$ cat src/rtl/instr_fetch_unit.sv
// Instruction fetch unit: owns the PC, issues RAM fetches, buffers returned words in a prefetch FIFO.
// Define IFU_PC_TAG_EN to tag every buffered word with its fetch address and expose it on instr_pc.
module instr_fetch_unit #(
    parameter int              ADDR_W   = 16,
    parameter int              DATA_W   = 32,
    parameter int              DEPTH    = 4,
    parameter int              MEM_LAT  = 1,
    parameter logic [ADDR_W-1:0] RESET_PC = '0
) (
    input  logic              clk,
    input  logic              reset_n,
    output logic              fetch_en,
    output logic [ADDR_W-1:0] fetch_address,
    input  logic [DATA_W-1:0] fetch_out,
    output logic [DATA_W-1:0] instr,
    output logic              instr_valid,
    input  logic              instr_ready,
    input  logic              branch_valid,
    input  logic [ADDR_W-1:0] branch_target
`ifdef IFU_PC_TAG_EN
    ,
    output logic [ADDR_W-1:0] instr_pc
`endif
);

    localparam int PTR_W = $clog2(DEPTH);
    localparam int CNT_W = PTR_W + 1;
    localparam int OCC_W = $clog2(DEPTH + MEM_LAT + 1);

    logic              started;
    logic [ADDR_W-1:0] pc;
    logic [MEM_LAT-1:0] pipe_vld;
    logic [DATA_W-1:0] fifo_data [DEPTH];
    logic [PTR_W-1:0]  rd_ptr;
    logic [PTR_W-1:0]  wr_ptr;
    logic [CNT_W-1:0]  count;
    logic [OCC_W-1:0]  inflight;
    logic [OCC_W-1:0]  occ;
    logic              issue;
    logic              push;
    logic              pop;

    // Buffered words plus outstanding requests bound the issue rate so the FIFO can never overflow.
    always_comb begin
        inflight = '0;
        for (int i = 0; i < MEM_LAT; i++) begin
            inflight = inflight + OCC_W'(pipe_vld[i]);
        end
        occ = OCC_W'(count) + inflight;
    end

    assign issue         = started && !branch_valid && (occ < OCC_W'(DEPTH));
    assign fetch_en      = issue;
    assign fetch_address = pc;
    assign instr_valid   = (count != '0);
    assign pop           = instr_valid && instr_ready;
    assign push          = pipe_vld[MEM_LAT-1] && !branch_valid;
    assign instr         = instr_valid ? fifo_data[rd_ptr] : '0;

    // Holds off the first request until one full cycle after reset release.
    always_ff @(posedge clk or negedge reset_n) begin
        if (!reset_n) begin
            started <= 1'b0;
        end else begin
            started <= 1'b1;
        end
    end

    always_ff @(posedge clk or negedge reset_n) begin
        if (!reset_n) begin
            pc <= RESET_PC;
        end else if (branch_valid) begin
            pc <= branch_target;
        end else if (issue) begin
            pc <= pc + 1'b1;
        end
    end

    // A redirect clears every in-flight marker so late RAM responses are dropped.
    always_ff @(posedge clk or negedge reset_n) begin
        if (!reset_n) begin
            pipe_vld <= '0;
        end else if (branch_valid) begin
            pipe_vld <= '0;
        end else begin
            pipe_vld[0] <= issue;
            for (int i = 1; i < MEM_LAT; i++) begin
                pipe_vld[i] <= pipe_vld[i-1];
            end
        end
    end

    always_ff @(posedge clk or negedge reset_n) begin
        if (!reset_n) begin
            rd_ptr <= '0;
            wr_ptr <= '0;
            count  <= '0;
        end else if (branch_valid) begin
            rd_ptr <= '0;
            wr_ptr <= '0;
            count  <= '0;
        end else begin
            if (push) begin
                wr_ptr <= wr_ptr + 1'b1;
            end
            if (pop) begin
                rd_ptr <= rd_ptr + 1'b1;
            end
            if (push && !pop) begin
                count <= count + 1'b1;
            end else if (pop && !push) begin
                count <= count - 1'b1;
            end
        end
    end

    always_ff @(posedge clk) begin
        if (push) begin
            fifo_data[wr_ptr] <= fetch_out;
        end
    end

`ifdef IFU_PC_TAG_EN
    logic [ADDR_W-1:0] pipe_addr [MEM_LAT];
    logic [ADDR_W-1:0] fifo_pc   [DEPTH];

    // Address tags travel alongside the in-flight markers and land with their data word.
    always_ff @(posedge clk or negedge reset_n) begin
        if (!reset_n) begin
            for (int i = 0; i < MEM_LAT; i++) begin
                pipe_addr[i] <= RESET_PC;
            end
        end else begin
            pipe_addr[0] <= pc;
            for (int i = 1; i < MEM_LAT; i++) begin
                pipe_addr[i] <= pipe_addr[i-1];
            end
        end
    end

    always_ff @(posedge clk) begin
        if (push) begin
            fifo_pc[wr_ptr] <= pipe_addr[MEM_LAT-1];
        end
    end

    assign instr_pc = instr_valid ? fifo_pc[rd_ptr] : RESET_PC;
`endif

    assert property (@(posedge clk) disable iff (!reset_n) !(push && (count == CNT_W'(DEPTH))));

endmodule

$ cat config.mk
export PLATFORM = sky130hd
export DESIGN_NAME = instr_fetch_unit
export DESIGN_NICKNAME = d
export VERILOG_FILES = /design/src/rtl/instr_fetch_unit.sv
export SDC_FILE = /design/constraint.sdc
export NUM_CORES = 1
export LEC_CHECK = 0
export ABC_AREA = 1
export BUFFER_PORTS_ARGS = -buffer_cell sky130_fd_sc_hd__buf_2
export CAP_MARGIN = 20
export CORE_MARGIN = 10
export CORE_UTILIZATION = 30
export CTS_CLUSTER_DIAMETER = 50
export CTS_CLUSTER_SIZE = 8
export DETAILED_ROUTE_END_ITERATION = 8
export HOLD_SLACK_MARGIN = 0.03
export PLACE_DENSITY = 0.59
export SYNTH_ARGS = -nofsm -noshare
export SYNTH_HDL_FRONTEND = slang
export SYNTH_SLANG_ARGS = --single-unit
$ cat constraint.sdc
create_clock -name clk -period 7.85 [get_ports clk]
set_clock_uncertainty 0.05 [all_clocks]
set_input_delay 0.3925 -clock clk [delete_from_list [all_inputs] [get_ports clk]]
set_output_delay 0.3925 -clock clk [all_outputs]
set_load 0.05 [all_outputs]
==> impl_results.html <==
<table>
<tr><th>Metric</th><th>Value</th></tr>
<tr><th colspan="2">Timing</th></tr>
<tr><td>Final critical-path required period</td><td>2.75 ns</td></tr>
<tr><td>Setup violations, final</td><td>0</td></tr>
<tr><td>Fin Hold WS</td><td>0.130 ns</td></tr>
<tr><td>Final count of pins violating max slew</td><td>0</td></tr>
<tr><td>Crit share post-route</td><td>0.351</td></tr>
<tr><td>Worst slew margin</td><td>0.301</td></tr>
<tr><td>RSZ-0062 raised after global routing</td><td>false</td></tr>
<tr><td>Setup TNS after final layout</td><td>0 ns</td></tr>
<tr><td>Worst-margin pin slew</td><td>1.05 ns</td></tr>
<tr><td>Final hold violation count</td><td>0</td></tr>
<tr><td>Fmax</td><td>0.363 GHz</td></tr>
<tr><th colspan="2">Detailed routing</th></tr>
<tr><td>Uppermost metal layer occupied by signal nets</td><td>met5</td></tr>
<tr><td>Detail Route met2 WL</td><td>7.72 mm</td></tr>
<tr><td>Post-detailed-routing wire length</td><td>16.1 mm</td></tr>
<tr><td>Number of vias per cell after detailed routing</td><td>4.62</td></tr>
<tr><td>Routed length per placed instance</td><td>15.8 um</td></tr>
<tr><td>Detailed route wirelength on metal3</td><td>1.11 mm</td></tr>
<tr><td># DRC</td><td>0</td></tr>
<tr><td>Detailed-routing wirelength on met1</td><td>7.04 mm</td></tr>
<tr><td>Count of vias placed by the detailed router</td><td>4,721</td></tr>
<tr><td>First-pass iteration count of the detailed router</td><td>4</td></tr>
<tr><td>Number of nets with antenna violations after detailed routing</td><td>0</td></tr>
<tr><td>Initial detailed-routing violation count</td><td>315</td></tr>
<tr><th colspan="2">Floorplanning</th></tr>
<tr><td>Number of core rows</td><td>54</td></tr>
<tr><td>X dimension of the die</td><td>169 um</td></tr>
<tr><td>Top-level port count</td><td>102</td></tr>
<tr><td>Initial cell density of the core</td><td>0.305</td></tr>
<tr><td>Vert. Die Dim</td><td>169 um</td></tr>
<tr><td>Area of the die</td><td>28,600 um2</td></tr>
<tr><td>Placeable core region</td><td>21,800 um2</td></tr>
<tr><th colspan="2">Power</th></tr>
<tr><td>Final total power</td><td>0.00297 W</td></tr>
<tr><td>Proportion of power drawn by the clock network</td><td>0.271</td></tr>
<tr><td>Internal power</td><td>0.00167 W</td></tr>
<tr><td>Proportion of total power due to net switching</td><td>0.437</td></tr>
<tr><td>VDD IR max</td><td>0.150 mV</td></tr>
<tr><td>Cell leakage power</td><td>3.20 nW</td></tr>
<tr><td>Ratio of total power to cell area</td><td>366 nW/um2</td></tr>
<tr><td>Sequential Power Share</td><td>0.326</td></tr>
<tr><td>Comb pwr share</td><td>0.403</td></tr>
<tr><td>Net switching power of the design</td><td>0.00130 W</td></tr>
<tr><th colspan="2">Synthesis</th></tr>
<tr><td>Number of instances in the synthesized netlist</td><td>627</td></tr>
<tr><td>Asr flop ratio synth</td><td>0.163</td></tr>
<tr><td>Largest cells by area after synthesis</td><td>sky130_fd_sc_hd__edfxtp_1, sky130_fd_sc_hd__dfrtp_1, sky130_fd_sc_hd__nor2_1, sky130_fd_sc_hd__nand2_1, sky130_fd_sc_hd__nand3_1</td></tr>
<tr><td>Prevailing post-synth register cell</td><td>sky130_fd_sc_hd__edfxtp_1</td></tr>
<tr><td>Number of flops mapped to enable cells by yosys</td><td>128</td></tr>
<tr><td>Count of yosys warnings during synthesis</td><td>0</td></tr>
<tr><td>Seq/Total Area, Yosys</td><td>0.671</td></tr>
<tr><td>Post-synthesis sequential element count</td><td>153</td></tr>
<tr><td>Post-Syn Area</td><td>6660 um2</td></tr>
<tr><td>Average cell area after synthesis</td><td>10.6 um2</td></tr>
<tr><td>Count of unique library cells instantiated by Yosys</td><td>29</td></tr>
<tr><td>Share of the synthesized area in the top cell type</td><td>0.577</td></tr>
<tr><td>Biggest area consumer among synthesized cells</td><td>sky130_fd_sc_hd__edfxtp_1</td></tr>
<tr><td>Number of nets in the synthesized netlist</td><td>685</td></tr>
<tr><th colspan="2">Clocking</th></tr>
<tr><td>Root buf cell</td><td>sky130_fd_sc_hd__clkbuf_16</td></tr>
<tr><td>Quantity of gates resized following cts</td><td>0</td></tr>
<tr><td>Number of levels in the clock H-tree</td><td>4</td></tr>
<tr><td>Buffer depth of the longest clock path</td><td>2</td></tr>
<tr><td>Clock transition at the register clock pins on the worst setup and hold paths after CTS</td><td>0.07 ns</td></tr>
<tr><td>Worst skew pair latency</td><td>0.42 ns</td></tr>
<tr><td>Clock tree from TritonCTS</td><td>done</td></tr>
<tr><td>Number of buffers inserted during clock tree synthesis</td><td>17</td></tr>
<tr><td>Clk sinks</td><td>153</td></tr>
<tr><th colspan="2">Flow run</th></tr>
<tr><td># Max-Cap Violations</td><td>0</td></tr>
<tr><th colspan="2">Place</th></tr>
<tr><td>Placed Instances</td><td>983</td></tr>
<tr><td>Gp weighted congestion</td><td>0.798</td></tr>
<tr><td>Number of port buffers</td><td>101</td></tr>
<tr><td>Post-detailed-placement half-perimeter wirelength</td><td>10.3 mm</td></tr>
<tr><th colspan="2">Cells and area</th></tr>
<tr><td>Fraction of final layout cells sized beyond drive strength 1</td><td>0.215</td></tr>
<tr><td># nets final</td><td>784</td></tr>
<tr><td>Layout filler cell count</td><td>2,181</td></tr>
<tr><td>Post-route non-filler standard cell count</td><td>1,021</td></tr>
<tr><td>Area growth syn-to-layout</td><td>21.6%</td></tr>
<tr><th colspan="2">Critical path</th></tr>
<tr><td>Critical path endpoint category</td><td>output port</td></tr>
<tr><td>Critical path type</td><td>reg -&gt; out</td></tr>
<tr><td>Data required, critical path</td><td>7.41 ns</td></tr>
<tr><td>CP arrival</td><td>2.31 ns</td></tr>
<tr><td>Crit path max fanout</td><td>34</td></tr>
<tr><td>CP startpoint kind</td><td>register</td></tr>
<tr><th colspan="2">Global route</th></tr>
<tr><td>Antenna violations before repair</td><td>3</td></tr>
<tr><td>Residual overflow from global routing</td><td>0</td></tr>
<tr><td>Number of global-route vias before repair</td><td>4,772</td></tr>
<tr><td>Largest net degree at the start of global routing</td><td>66</td></tr>
<tr><td>First-pass GRT wire length</td><td>25.9 mm</td></tr>
<tr><td>Total track usage</td><td>0.114</td></tr>
<tr><th colspan="2">Min path</th></tr>
<tr><td>Worst min path class</td><td>in -&gt; reg</td></tr>
<tr><th colspan="2">Run status</th></tr>
<tr><td>Result of the run</td><td>complete, no violations</td></tr>
</table>
==> worst max-delay path, stage by stage, from the launching register on <==
cell and delay (ns):
sky130_fd_sc_hd__dfrtp_1 0.32, sky130_fd_sc_hd__buf_4 0.36, sky130_fd_sc_hd__inv_2 0.38, sky130_fd_sc_hd__nor2_1 0.17, sky130_fd_sc_hd__o21ai_0 0.09, sky130_fd_sc_hd__a21oi_1 0.24, sky130_fd_sc_hd__buf_2 0.32
==> path summary, 6_finish.rpt <==
check | depth (start not counted) | slack, ns | endpoint | start
worst max-delay path | 6 | 5.10 | instr[31] | rd_ptr[1]
worst min-delay path | 3 | 0.13 | fetch_address[11] | branch_target[11]
worst max register to register | 4 | 5.68 | fifo_data[3][26] | pipe_vld
worst min register to register | 2 | 0.50 | fetch_address[1] | fetch_address[1]
max in group asynchronous | 2 | 6.84 | rd_ptr[0] | reset_n
min in group asynchronous | 2 | 0.46 | fetch_address[11] | reset_n
==> Yosys cell counts, types with 2 or more instances <==
cell and count:
sky130_fd_sc_hd__a21oi_1 34, sky130_fd_sc_hd__buf_2 8, sky130_fd_sc_hd__buf_4 9, sky130_fd_sc_hd__clkbuf_1 10, sky130_fd_sc_hd__dfrtp_1 25, sky130_fd_sc_hd__edfxtp_1 128
sky130_fd_sc_hd__ha_1 5, sky130_fd_sc_hd__inv_1 34, sky130_fd_sc_hd__inv_2 5, sky130_fd_sc_hd__nand2_1 77, sky130_fd_sc_hd__nand2_2 3, sky130_fd_sc_hd__nand3_1 47
sky130_fd_sc_hd__nand3_2 3, sky130_fd_sc_hd__nand3b_1 2, sky130_fd_sc_hd__nand4_1 8, sky130_fd_sc_hd__nor2_1 149, sky130_fd_sc_hd__nor2_2 2, sky130_fd_sc_hd__o21ai_0 46
sky130_fd_sc_hd__o21ai_1 21, sky130_fd_sc_hd__or2_2 2
==> stage by stage <==
stage | setup slack, ns | instance area, um2 | util
3_5_place_dp | 5.35 | 7440 | 0.341
3_3_place_gp | 5.30 | 7410 | 0.339
4_1_cts | 4.93 | 8020 | 0.368
5_1_grt | 4.89 | 8100 | 0.371
2_1_floorplan | 5.30 | 6660 | -
6_report | 5.10 | 8100 | 0.371
==> kinds of logic after synthesis <==
family                   Yosys count  synth area share
buffers and inverters             67            0.0454
AO/OA/AOI/OAI                    103            0.0794
AND/OR/NAND/NOR                  296             0.190
adder cells (fa/ha/maj)            6            0.0124
XOR/XNOR                           1           0.00131
other                              1          0.000563
flip-flops                       153             0.671
==> flip-flops by register name, summed over array words and instances (netlist names) <==
signal	count
started	1
count	3
pipe_vld	1
wr_ptr	2
rd_ptr	2
fetch_address	16
fifo_data	128
==> power by group through the flow <==
| stage | registers [W] | clock network [W] | logic (W) |
|---|---|---|---|
| after floorplan | 0.00103 | 0 | 0.000835 |
| after global placement | 0.000984 | 0 | 0.00116 |
| after detailed placement | 0.000985 | 0 | 0.00120 |
| after CTS | 0.000968 | 0.000818 | 0.00120 |
| after global routing | 0.000975 | 0.000853 | 0.00130 |
| final | 0.000968 | 0.000805 | 0.00119 |
==> layer usage <==
metal | global-route usage | up-vias
met5 | 0 | -
met4 | 0.0375 | 2
met2 | 0.183 | 110
li1 | - | 2346
met3 | 0.0452 | 23
met1 | 0.138 | 2240
==> area by class of cell <==
type / count / area, um2 / area share
repair buffers: 108 / 633 / 0.0781
well taps: 280 / 350 / 0.0432
clock inverters: 13 / 144 / 0.0178
multi-input cells: 407 / 1920 / 0.237
clock buffers: 19 / 433 / 0.0534
flip-flops and latches: 153 / 4470 / 0.552
diodes: 2 / 5.00 / 0.000618
inverters: 39 / 146 / 0.0181
==> what timing repair did <==
item / CTS / global route
hold buffers: 1 / 0
endpoints found under the hold margin: 25 / 0
setup buffers: 0 / 0
==> layout by cell type, fill, tap and decap left out, types with 5 or more instances in the layout <==
| cell | instances |
|---|---|
| sky130_fd_sc_hd__nor2_1 | 145 |
| sky130_fd_sc_hd__edfxtp_1 | 128 |
| sky130_fd_sc_hd__buf_2 | 101 |
| sky130_fd_sc_hd__nand2_1 | 77 |
| sky130_fd_sc_hd__nand3_1 | 47 |
| sky130_fd_sc_hd__o21ai_0 | 46 |
| sky130_fd_sc_hd__inv_1 | 34 |
| sky130_fd_sc_hd__a21oi_1 | 34 |
| sky130_fd_sc_hd__dfrtp_1 | 24 |
| sky130_fd_sc_hd__o21ai_1 | 21 |
| sky130_fd_sc_hd__clkbuf_16 | 17 |
| sky130_fd_sc_hd__nand4_1 | 8 |
| sky130_fd_sc_hd__inv_2 | 5 |
| sky130_fd_sc_hd__ha_1 | 5 |
(Power assumes the default switching activity.)
